## src/rtl/string_hw_host_if_if.sv

```systemverilog
// Host-side register bus for the string accelerator host interface.
// The master drives address/strobes/data and the slave returns registered read data.
interface string_hw_host_if_if;
  logic [3:0]  avs_address;
  logic        avs_write;
  logic [31:0] avs_writedata;
  logic        avs_read;
  logic [31:0] avs_readdata;

  modport master (
    output avs_address,
    output avs_write,
    output avs_writedata,
    output avs_read,
    input  avs_readdata
  );

  modport slave (
    input  avs_address,
    input  avs_write,
    input  avs_writedata,
    input  avs_read,
    output avs_readdata
  );
endinterface

```

## src/rtl/string_hw_host_if.sv

```systemverilog
// Memory-mapped host interface for a string accelerator.
// Holds the operand, index and result registers, sequences the go/done handshake
// with a timeout, and raises a level interrupt on completion or timeout.
module string_hw_host_if #(
  parameter int unsigned MAX_BLOCKS     = 2,
  parameter int unsigned TIMEOUT_CYCLES = 1024
) (
  input  logic                          clk,
  input  logic                          reset_n,
  string_hw_host_if_if.slave            avs,
  output logic                          irq,
  output logic                          go,
  output logic [3:0]                    index,
  output logic [MAX_BLOCKS*4-1:0][7:0]  A,
  output logic [MAX_BLOCKS*4-1:0][7:0]  B,
  input  logic                          done,
  input  logic [MAX_BLOCKS*4-1:0][7:0]  Result
);

  localparam int unsigned NumBytes = MAX_BLOCKS * 4;
  localparam int unsigned ABase    = 4;
  localparam int unsigned BBase    = 4 + MAX_BLOCKS;
  localparam int unsigned RBase    = 4 + 2 * MAX_BLOCKS;
  localparam int unsigned CntW     = $clog2(TIMEOUT_CYCLES + 1);

  typedef enum logic [1:0] {StIdle, StRun, StRelease} state_e;

  state_e                     state_q, state_d;
  logic [CntW-1:0]            cnt_q, cnt_d;
  logic                       irq_en_q, irq_en_d;
  logic                       done_flag_q, done_flag_d;
  logic                       to_flag_q, to_flag_d;
  logic                       irq_q, irq_d;
  logic [3:0]                 index_q, index_d;
  logic [NumBytes-1:0][7:0]   a_q, a_d;
  logic [NumBytes-1:0][7:0]   b_q, b_d;
  logic [NumBytes-1:0][7:0]   r_q, r_d;
  logic [31:0]                rdata_q, rdata_d;
  logic [31:0]                rdata;
  logic [31:0]                addr_w;
  logic                       busy;
  logic                       wr;

  assign addr_w = {28'b0, avs.avs_address};
  assign busy   = (state_q != StIdle);
  assign wr     = avs.avs_write;

  // Next-state for the FSM, counter, flags and register file.
  always_comb begin
    state_d     = state_q;
    cnt_d       = cnt_q;
    irq_en_d    = irq_en_q;
    done_flag_d = done_flag_q;
    to_flag_d   = to_flag_q;
    index_d     = index_q;
    a_d         = a_q;
    b_d         = b_q;
    r_d         = r_q;

    // Software writes; operand and index registers are frozen while busy.
    if (wr && addr_w == 32'd0) irq_en_d = avs.avs_writedata[1];
    if (wr && addr_w == 32'd1) begin
      if (avs.avs_writedata[0]) done_flag_d = 1'b0;
      if (avs.avs_writedata[1]) to_flag_d   = 1'b0;
    end
    if (wr && !busy && addr_w == 32'd2) index_d = avs.avs_writedata[3:0];
    for (int unsigned k = 0; k < MAX_BLOCKS; k++) begin
      for (int unsigned j = 0; j < 4; j++) begin
        if (wr && !busy && addr_w == ABase + k) a_d[4*k+j] = avs.avs_writedata[31-8*j -: 8];
        if (wr && !busy && addr_w == BBase + k) b_d[4*k+j] = avs.avs_writedata[31-8*j -: 8];
      end
    end

    // Hardware flag sets come last so they win over a same-cycle clear.
    unique case (state_q)
      StIdle: begin
        if (wr && addr_w == 32'd0 && avs.avs_writedata[0]) begin
          state_d = StRun;
          cnt_d   = '0;
        end
      end
      StRun: begin
        cnt_d = cnt_q + 1'b1;
        if (done) begin
          state_d     = StRelease;
          r_d         = Result;
          done_flag_d = 1'b1;
        end else if (cnt_q == CntW'(TIMEOUT_CYCLES - 1)) begin
          state_d   = StRelease;
          to_flag_d = 1'b1;
        end
      end
      StRelease: begin
        if (!done) state_d = StIdle;
      end
      default: state_d = StIdle;
    endcase

    irq_d = irq_en_d & (done_flag_d | to_flag_d);
  end

  // Read mux; readdata holds its value between reads.
  always_comb begin
    rdata = '0;
    if (addr_w == 32'd0) rdata = {30'b0, irq_en_q, busy};
    if (addr_w == 32'd1) rdata = {30'b0, to_flag_q, done_flag_q};
    if (addr_w == 32'd2) rdata = {28'b0, index_q};
    for (int unsigned k = 0; k < MAX_BLOCKS; k++) begin
      if (addr_w == ABase + k) rdata = {a_q[4*k], a_q[4*k+1], a_q[4*k+2], a_q[4*k+3]};
      if (addr_w == BBase + k) rdata = {b_q[4*k], b_q[4*k+1], b_q[4*k+2], b_q[4*k+3]};
      if (addr_w == RBase + k) rdata = {r_q[4*k], r_q[4*k+1], r_q[4*k+2], r_q[4*k+3]};
    end
    rdata_d = avs.avs_read ? rdata : rdata_q;
  end

  // State and register update with asynchronous reset.
  always_ff @(posedge clk or negedge reset_n) begin
    if (!reset_n) begin
      state_q     <= StIdle;
      cnt_q       <= '0;
      irq_en_q    <= 1'b0;
      done_flag_q <= 1'b0;
      to_flag_q   <= 1'b0;
      irq_q       <= 1'b0;
      index_q     <= '0;
      a_q         <= '0;
      b_q         <= '0;
      r_q         <= '0;
      rdata_q     <= '0;
    end else begin
      state_q     <= state_d;
      cnt_q       <= cnt_d;
      irq_en_q    <= irq_en_d;
      done_flag_q <= done_flag_d;
      to_flag_q   <= to_flag_d;
      irq_q       <= irq_d;
      index_q     <= index_d;
      a_q         <= a_d;
      b_q         <= b_d;
      r_q         <= r_d;
      rdata_q     <= rdata_d;
    end
  end

  // go is decoded from state so an asynchronous reset drops it immediately.
  assign go               = (state_q == StRun);
  assign irq              = irq_q;
  assign index            = index_q;
  assign A                = a_q;
  assign B                = b_q;
  assign avs.avs_readdata = rdata_q;

endmodule

```

## src/flat_wrapper.sv

```systemverilog
// flat-port wrapper written by rule: the top's interface ports become plain ports
module string_hw_host_if_flat 
#(
  parameter int unsigned MAX_BLOCKS     = 2,
  parameter int unsigned TIMEOUT_CYCLES = 1024
)
  (clk, reset_n, irq, go, index, A, B, done, Result, avs_avs_address, avs_avs_write, avs_avs_writedata, avs_avs_read, avs_avs_readdata);
  string_hw_host_if_if avs_i ();
  input  logic clk;
  input  logic reset_n;
  output logic irq;
  output logic go;
  output logic [3:0] index;
  output logic [MAX_BLOCKS*4-1:0][7:0] A;
  output logic [MAX_BLOCKS*4-1:0][7:0] B;
  input  logic done;
  input  logic [MAX_BLOCKS*4-1:0][7:0] Result;
  input wire logic [$bits(avs_i.avs_address)-1:0] avs_avs_address;
  input wire logic [$bits(avs_i.avs_write)-1:0] avs_avs_write;
  input wire logic [$bits(avs_i.avs_writedata)-1:0] avs_avs_writedata;
  input wire logic [$bits(avs_i.avs_read)-1:0] avs_avs_read;
  output wire logic [$bits(avs_i.avs_readdata)-1:0] avs_avs_readdata;
  assign avs_i.avs_address = avs_avs_address;
  assign avs_i.avs_write = avs_avs_write;
  assign avs_i.avs_writedata = avs_avs_writedata;
  assign avs_i.avs_read = avs_avs_read;
  assign avs_avs_readdata = avs_i.avs_readdata;
  string_hw_host_if #(.MAX_BLOCKS(MAX_BLOCKS), .TIMEOUT_CYCLES(TIMEOUT_CYCLES)) u_core (.clk(clk), .reset_n(reset_n), .avs(avs_i), .irq(irq), .go(go), .index(index), .A(A), .B(B), .done(done), .Result(Result));
endmodule
```

## config.mk

```make
export PLATFORM = sky130hd
export DESIGN_NAME = string_hw_host_if_flat
export DESIGN_NICKNAME = d
export VERILOG_FILES = /design/src/rtl/string_hw_host_if_if.sv /design/src/rtl/string_hw_host_if.sv /design/src/flat_wrapper.sv
export SDC_FILE = /design/constraint.sdc
export NUM_CORES = 1
export LEC_CHECK = 0
export ABC_AREA = 1
export CORE_MARGIN = 4
export CORE_UTILIZATION = 55
export CTS_BUF_LIST = sky130_fd_sc_hd__clkbuf_4 sky130_fd_sc_hd__clkbuf_8
export DETAILED_ROUTE_END_ITERATION = 10
export PLACE_DENSITY = 0.95
export SETUP_SLACK_MARGIN = 0.4
export SKIP_LAST_GASP = 1
export SLEW_MARGIN = 25
export SYNTH_ARGS = -nofsm -noshare
export SYNTH_HDL_FRONTEND = slang
export SYNTH_SLANG_ARGS = --single-unit
export TNS_END_PERCENT = 10
```

## constraint.sdc

```tcl
create_clock -name clk -period 3.3 [get_ports clk]
set_clock_uncertainty 0.05 [all_clocks]
set_input_delay 0.825 -clock clk [delete_from_list [all_inputs] [get_ports clk]]
set_output_delay 0.825 -clock clk [all_outputs]
set_load 0.05 [all_outputs]
```

## Word-level counts from Yosys, hierarchy flattened

Cells that the tools add are included.

- Bits in registers: 245
- Input port bits: 105
- Word-level logic and storage cells: 92
- Output and inout bits: 166
- Bits in writable memories: 0
- Bits in latches: 0
- Memories: 0
- ROM bits: 0

- Multiply operators: 0
- Reduce and logical (&&, ||, !) cells: 17
- Equal/unequal tests: 14
- Shift operators: 0
- Div/mod/pow operators: 0
- $add $sub $neg: 1
- Multiplexer cells: 26
- Bitwise operators: 2
- $lt $le $gt $ge: 0

Operators by type and width:

| kind | number |
|---|---|
| $mux 32 | 6 |
| $logic_not 32->1 | 1 |
| $pmux 11 s2 | 1 |
| $eq 4x3->1 const B | 4 |
| $mux 2 | 6 |
| $add 11x1->11 const B | 1 |
| $eq 11x10->1 const B | 1 |
| $mux 11 | 1 |
| $mux 1 | 10 |
| $logic_and 1x1->1 | 9 |
| $eq 4x4->1 const B | 2 |
| $pmux 2 s3 | 1 |
| $eq 4x1->1 const B | 1 |
| $eq 4x2->1 const B | 1 |
| $mux 4 | 1 |
| $reduce_and 2->1 | 2 |
| $reduce_bool 2->1 | 2 |
| $ne 3x1->1 const B | 1 |
| $reduce_and 3->1 | 1 |
| $eq 2x1->1 const B | 1 |
| $eq 2x2->1 const B | 1 |
| $logic_not 2->1 | 1 |
| $ne 2x1->1 const B | 1 |
| $ne 2x2->1 const B | 1 |
| 3 further kinds | 3 |

## Logic depth before layout (Yosys ltp)

- Word-level depth: 10
- Depth in mapped cells: 12

## Least setup slack after synthesis

No wires, ideal clock.

- Path kind: input to register
- Start point: input avs_avs_address[3]
- End point: register u_core.a_q (netlist bit u_core.A[10])
- Required time: 3119 ps
- Arrival: 1772 ps
- Stages: 7
- Buffers on the path: 1
- Library setup time: 131 ps
- Setup slack: 1347 ps
- Path through: inv_1 -> nand2_1 -> nor3_2 -> nand2_2 -> clkbuf_1 -> nand2_1 -> o21ai_0

- Word-level cells in the longest chain between the ends: 2

Ends and longest elaborated chain:

| item | line | source |
|---|---|---|
| from (decl) | flat_wrapper.sv:18 | `input wire logic [$bits(avs_i.avs_address)-1:0] avs_avs_address;` |
| $eq 4x3->1 | string_hw_host_if.sv:69 | `if (wr && !busy && addr_w == ABase + k) a_d[4*k+j] = avs.avs_writedata[31-8*j -: 8];` |
| $logic_and 1x1->1 | string_hw_host_if.sv:69 |  |
| to (signal assigned) | string_hw_host_if.sv:126 | `a_q <= '0;` |
| to (signal assigned) | string_hw_host_if.sv:138 | `a_q <= a_d;` |
| to (decl) | string_hw_host_if.sv:35 | `logic [NumBytes-1:0][7:0] a_q, a_d;` |

Every way passes these cells.
A chain may end at the register's enable or synchronous reset.

## Worst setup path after layout

- Start point: register u_core.state_q[1]
- End point: output go

- Word-level cells in the longest chain between the ends: 1

Ends and longest elaborated chain:

| item | line | source |
|---|---|---|
| from (decl) | string_hw_host_if.sv:28 | `state_e state_q, state_d;` |
| from (signal assigned) | string_hw_host_if.sv:119 | `state_q <= StIdle;` |
| from (signal assigned) | string_hw_host_if.sv:131 | `state_q <= state_d;` |
| $eq 2x1->1 | string_hw_host_if.sv:146 | `assign go = (state_q == StRun);` |
| to (decl) | flat_wrapper.sv:12 | `output logic go;` |

Every way passes these cells.

==> results.cfg <==
[outcome]
status = finished, final reports clean

[floorplan]
io_pins = 271
core_um2 = 19000
rows = 50
initial_utilization = 0.568
die_w_um = 148
die_h_um = 148
die-area_um2 = 21900

[routing]
dr_total_vias = 10434
totalWireLength_mm = 36.6
vias_per_cell = 5.77
ant_nets = 0
route.detailed.drc = 0
firstDrtPassIters = 6
drt_iter0_drc = 939
wire_per_inst_um = 20.3

[grt]
grt_max_degree = 91
grt_pass1_wl_mm = 57.1
antenna_found_initial = 0
grt_overflow_total = 0
first_global_vias = 10585
grt_usage = 0.329

[sta]
worstMarginPinSlew_ns = 0.748
slew-limit-headroom = 0.501
period_share = 0.848
slew_violations = 0
fmax_mhz = 357
post-route-min-period_ns = 2.80
hold_viol_final = 0
timing.hold.ws_ns = 0.249
rsz0062_at_grt = false
setup_viol = 0
final.setup.tns_ns = 0

[placement]
dp_hpwl_mm = 25.0
dpl_cell_area_um2 = 13800
place.gp.congestion = 0.874
io_buffers = 270

[yosys]
ys_async_sr_fraction = 1.00
synth_edf_count = 0
syn_area_um2 = 10800
synth-seq-cells = 245
synthCells = 1240
synth.distinct_cells = 33
yosysWarnings = 0
yosysSeqAreaShare = 0.568
syn_nets = 1346
avgSynthCellArea_um2 = 8.71
ys.flop_type = dfrtp_1

[clocking]
cts_buffers = 40
hold_buffers = 0
cts.path.max_buffers = 3
clock-sinks = 245
cts-resized-gates = 0
root_buffer = clkbuf_8
clock_latency_ns = 0.52
cts_tree = yes
clkTransAtPathRegs_ns = 0.07
htree_levels = 2
post-cts-setup-buffers = 0

[finish]
layout_commonest_cell = nand2_1
fin_nets = 1625
drive_above_1_share = 0.109
fillCellCount = 1257
area_growth_pct = 36.0
layout_common_cells = nand2_1 (313), clkdlybuf4s50_1 (268), dfrtp_1 (245)
final_area_um2 = 14700
n_antenna_cell = 0

[worst_setup_path]
slowest_stage = clkdlybuf4s50_1
path_cells = nor2_2 -> clkdlybuf4s50_1
cp.required_ns = 2.42
critPathKind = flip-flop to output pin
cp-start-kind = flip-flop
cpPeakStageDelay_ns = 0.85
endpoint_kind = output pin
worst_ep_arrival_time_ns = 1.92
crit_path_max_fanout = 2
cp_num_buf_inv = 1
cp_top_family = buffers and inverters

[power]
p_leak_nw = 7.08
p_total_mw = 10.4
power.density_nw_per_um2 = 710
peakVddDrop_mv = 0.506

[worst_hold_path]
hold_path_class = input port to async pin

[flow_run]
cap_violations = 0
logic make-up (layout without fill, tap and decap cells):
group / count (synthesis) / in the layout / synth area share
mux: 45 / 45 / 0.0469
simple gates: 500 / 500 / 0.188
compound gates: 255 / 255 / 0.121
flops: 245 / 245 / 0.568
xor+xnor: 6 / 6 / 0.00487
fa+ha+maj: 1 / 1 / 0.00116
buf+inv: 188 / 495 / 0.0705
worst reg2reg max path, stage by stage (launching register included):
cell     delay (ns)
dfrtp_1        0.39
inv_1          0.08
nand2_1        0.10
nor2_2         0.34
nand2_4        0.48
o21ai_0        0.49
power breakdown:
group | internal, mW | total (mW) | switching [mW]
combinational | 1.16 | 3.44 | 2.28
sequential | 3.65 | 4.18 | 0.534
clock | 1.64 | 2.81 | 1.17
total | 6.45 | 10.4 | 3.98
stage by stage:
step | utilization | std cells | setup slack (ns)
CTS | 0.772 | 1807 | 0.490
floorplan | - | 1240 | 1.35
detailed placement | 0.727 | 1737 | 0.352
global route | 0.772 | 1807 | 0.449
finish | 0.772 | 1807 | 0.502
global placement | 0.727 | 1737 | 0.413
cells in the mapped netlist (2+ instances only):
master	count	share of area
nand2_1	314	0.11
dfrtp_1	245	0.57
o21ai_0	154	0.071
inv_1	123	0.043
nor2_1	106	0.037
nand3_1	56	0.026
o21ai_1	56	0.026
mux2_2	45	0.047
clkbuf_1	29	0.010
a21oi_1	24	0.011
buf_2	23	0.011
a31oi_1	15	0.0087
nand2_2	7	0.0041
xor2_1	6	0.0049
buf_4	4	0.0028
inv_2	4	0.0014
nand4_1	4	0.0023
nor2_2	4	0.0023
nor3_1	3	0.0014
o22ai_1	3	0.0017
clkbuf_2	2	0.00093
or2_2	2	0.0012
registers in the layout (all words and copies together) (netlist names):
signal,count
u_core.state_q,2
u_core.avs.avs_readdata,32
u_core.done_flag_q,1
u_core.r_q,64
u_core.to_flag_q,1
u_core.cnt_q,11
u_core.irq,1
u_core.irq_en_q,1
u_core.index,4
u_core.A,64
u_core.B,64
metal layers:
layer  track usage  vias up  wire [um]
li1              -     4548          -
met1         0.418     4972      13200
met2         0.545      780      17700
met3        0.0783      134       4030
met4         0.139        0       1660
met5             0        -          0
layout make-up:
| cell class | count | area [um^2] | share of cell area |
|---|---|---|---|
| Sequential cell | 245 | 6130 | 0.417 |
| Timing Repair Buffer | 297 | 2970 | 0.202 |
| Clock inverter | 2 | 35.0 | 0.00239 |
| Tap cell | 260 | 325 | 0.0222 |
| Multi-Input combinational cell | 807 | 3920 | 0.267 |
| Inverter | 128 | 482 | 0.0328 |
| Clock buffer | 68 | 823 | 0.0561 |
path summary, 6_finish.rpt:
path | endpoint | startpoint | cells after the start | slack (ns)
setup / recovery | go | u_core.state_q[1]$_DFFE_PN0P_ | 2 | 0.50
hold / removal | u_core.A[41]$_DFFE_PN0P_ | reset_n | 1 | 0.25
setup reg to reg | u_core.B[34]$_DFFE_PN0P_ | u_core.state_q[1]$_DFFE_PN0P_ | 5 | 1.23
hold reg to reg | u_core.state_q[1]$_DFFE_PN0P_ | u_core.state_q[0]$_DFFE_PN0P_ | 1 | 0.42
max in group asynchronous | u_core.avs.avs_readdata[10]$_DFFE_PN0P_ | reset_n | 2 | 2.15
min in group clk | u_core.state_q[1]$_DFFE_PN0P_ | u_core.state_q[0]$_DFFE_PN0P_ | 1 | 0.42
(Power assumes the default switching activity.)
==> variant, RTL diff (same settings) <==
`a_q`, `b_q`, `r_q` and `rdata_q` no longer have a reset.
--- a/src/rtl/string_hw_host_if.sv
+++ b/src/rtl/string_hw_host_if.sv
@@ -123,10 +123,6 @@
       to_flag_q   <= 1'b0;
       irq_q       <= 1'b0;
       index_q     <= '0;
-      a_q         <= '0;
-      b_q         <= '0;
-      r_q         <= '0;
-      rdata_q     <= '0;
     end else begin
       state_q     <= state_d;
       cnt_q       <= cnt_d;
@@ -135,11 +131,14 @@
       to_flag_q   <= to_flag_d;
       irq_q       <= irq_d;
       index_q     <= index_d;
-      a_q         <= a_d;
-      b_q         <= b_d;
-      r_q         <= r_d;
-      rdata_q     <= rdata_d;
     end
+  end
+
+  always_ff @(posedge clk) begin
+    a_q     <= a_d;
+    b_q     <= b_d;
+    r_q     <= r_d;
+    rdata_q <= rdata_d;
   end
 
   // go is decoded from state so an asynchronous reset drops it immediately.
Behaviour: not the same (Yosys sat finds a counterexample within 4 cycles, from zero or initial values and one cycle with reset_n low).
==> variant against the original RTL <==
Cell area shrank 12%. Core utilization up 1.0 points. Synthesized area down 14%. Critical path type unchanged. Worst setup slack improved by 52 ps. Wire length fell by 24%. Sequential cell count unchanged. Non-clock buffer count decreased by 11.
Power is not compared: it rests on default switching activity, and its combinational part moved more than twofold at a synthesized area within 25%.
==> variant: results (changes against the original RTL) <==
The run finished with clean final reports. The maximum fanout along the worst path came out at 9 (+7). The detailed-routing iteration count for the pre-antenna-repair pass is 5 (-1). The number of global-route vias before repair is 7068 (-33%). The post-synth net total is 779 (-42%). The count of routing violations after the opening detailed-route iteration came out at 676 (-28%). The global-route wire length before repair came out at 39900 um (-30%). The number of distinct library cells after synthesis is 30 (-9.1%).

The maximum root-to-sink buffer count came to 3 (unchanged). The estimated wirelength of the detail-placed design is 18600 um (-26%). The root buffer cell is clkbuf_8. The worst min-delay path category is reg -> reg. Among all flip-flop cells after synthesis, the most frequent one is edfxtp_1. The average wire per cell in the routed design came out at 22.9 um (+13%). The number of flops mapped to enable cells by yosys came to 224 (+224). The delay of the slowest cell on the worst path is 590 ps (-260 ps). The number of buffers created by CTS came to 38 (-5.0%). The post-layout net count came out at 1082 (-33%).

The share of flip-flops with an asynchronous set or reset after synthesis is 8.57% (-91 points). The sequential fraction of the synthesis area was 78.1% (+21 points). The relative max-transition margin is 32.8% (-17 points). By area the synthesized netlist is led by edfxtp_1 (72%), nand2_1 (6.3%), dfrtp_1 (5.7%). The fraction of layout cells with a size suffix above 1 is 9.92% (-0.94 points).

The commonest cells after synthesis are edfxtp_1 (224), nand2_1 (156), nand3_1 (105). The switching power of the nets is 1.71 mW. The total track usage is 28.7% (-4.2 points). In this run the static leakage power is 4.70 nW. The count of warnings emitted by yosys came out at 0 (unchanged). The via total after detailed routing is 6826 (-35%). For this design, the slowest cell found on the critical path is dlygate4sd2_1.

The last weighted congestion value of the routability-driven placer came to 0.816 (-6.7%). The worst slack at placement came out at 318 ps (-33.8 ps). The total placed instance area is 12300 um2 (-11%). The pin count of the biggest net entering global routing came out at 40 (-56%).
[variant: path summary, 6_finish.rpt]
| kind | depth (start not counted) | endpoint | start | slack, ps |
|---|---|---|---|---|
| setup reg to reg | 5 | u_core.r_q[29] | u_core.state_q[0] | 1140 |
| hold reg to reg | 1 | u_core.state_q[1] | u_core.state_q[0] | 450 |
| min in group asynchronous | 1 | u_core.cnt_q[8] | reset_n | 780 |
| setup / recovery | 3 | go | u_core.state_q[0] | 550 |
| max in group asynchronous | 1 | u_core.index[3] | reset_n | 1830 |
| hold / removal | 1 | u_core.state_q[1] | u_core.state_q[0] | 450 |
[variant: power groups by stage]
| stage | logic [mW] | registers, mW | clock network [mW] |
|---|---|---|---|
| 2_1_floorplan | 0.256 | 3.88 | 0 |
| 3_3_place_gp | 0.791 | 3.69 | 0 |
| 3_5_place_dp | 0.822 | 3.70 | 0 |
| 4_1_cts | 0.826 | 3.63 | 2.39 |
| 5_1_grt | 0.890 | 3.65 | 2.55 |
| 6_report | 0.829 | 3.63 | 2.35 |
[variant: area by class of cell]
type / instances / area, um2
well taps: 220 / 275
fillers: 959 / 3610
repair buffers: 286 / 2840
clock buffers: 54 / 649
flip-flops and latches: 245 / 7250
inverters: 35 / 134
multi-input cells: 370 / 1790
clock inverters: 8 / 35.0
[variant: kinds of logic after synthesis]
logic type               after synthesis  share of synthesized area [%]
buffers and inverters                 58                           3.19
AND/OR/NAND/NOR                      309                           14.8
adder cells (fa/ha/maj)                1                          0.135
AO/OA/AOI/OAI                         51                           2.88
flip-flops                           245                           78.1
XOR/XNOR                               7                          0.660
multiplexers                           2                          0.243
[variant: worst register-to-register path, stage by stage, from the launching register on]
cell and delay [ps]:
dfrtp_1 360, inv_1 90, nor2_2 310, inv_1 320
nor2_4 170, buf_4 470
[variant: per-stage QoR]
| step | utilization [%] | total power, mW | cells |
|---|---|---|---|
| 5_1_grt | 78.2 | 7.09 | 1218 |
| 6_report | 78.2 | 6.81 | 1218 |
| 2_1_floorplan | - | 4.14 | 673 |
| 3_5_place_dp | 74.1 | 4.52 | 1156 |
| 3_3_place_gp | 74.1 | 4.48 | 1156 |
| 4_1_cts | 78.2 | 6.85 | 1218 |
[variant: what timing repair did]
action,in CTS,in global routing
gates resized for setup,1,0
setup endpoints to repair,1,0
hold buffers,0,0
setup buffers,0,0
hold endpoints to repair,0,0
[variant: layer usage]
metal	global-route usage (%)	part of all wire [%]	vias up	wire (um)
met5	0	0	-	0
met4	10.1	3.2	0	902
met3	10.1	13	71	3660
met2	50.4	51	490	14100
met1	32.6	33	3251	9210
li1	-	-	3014	-
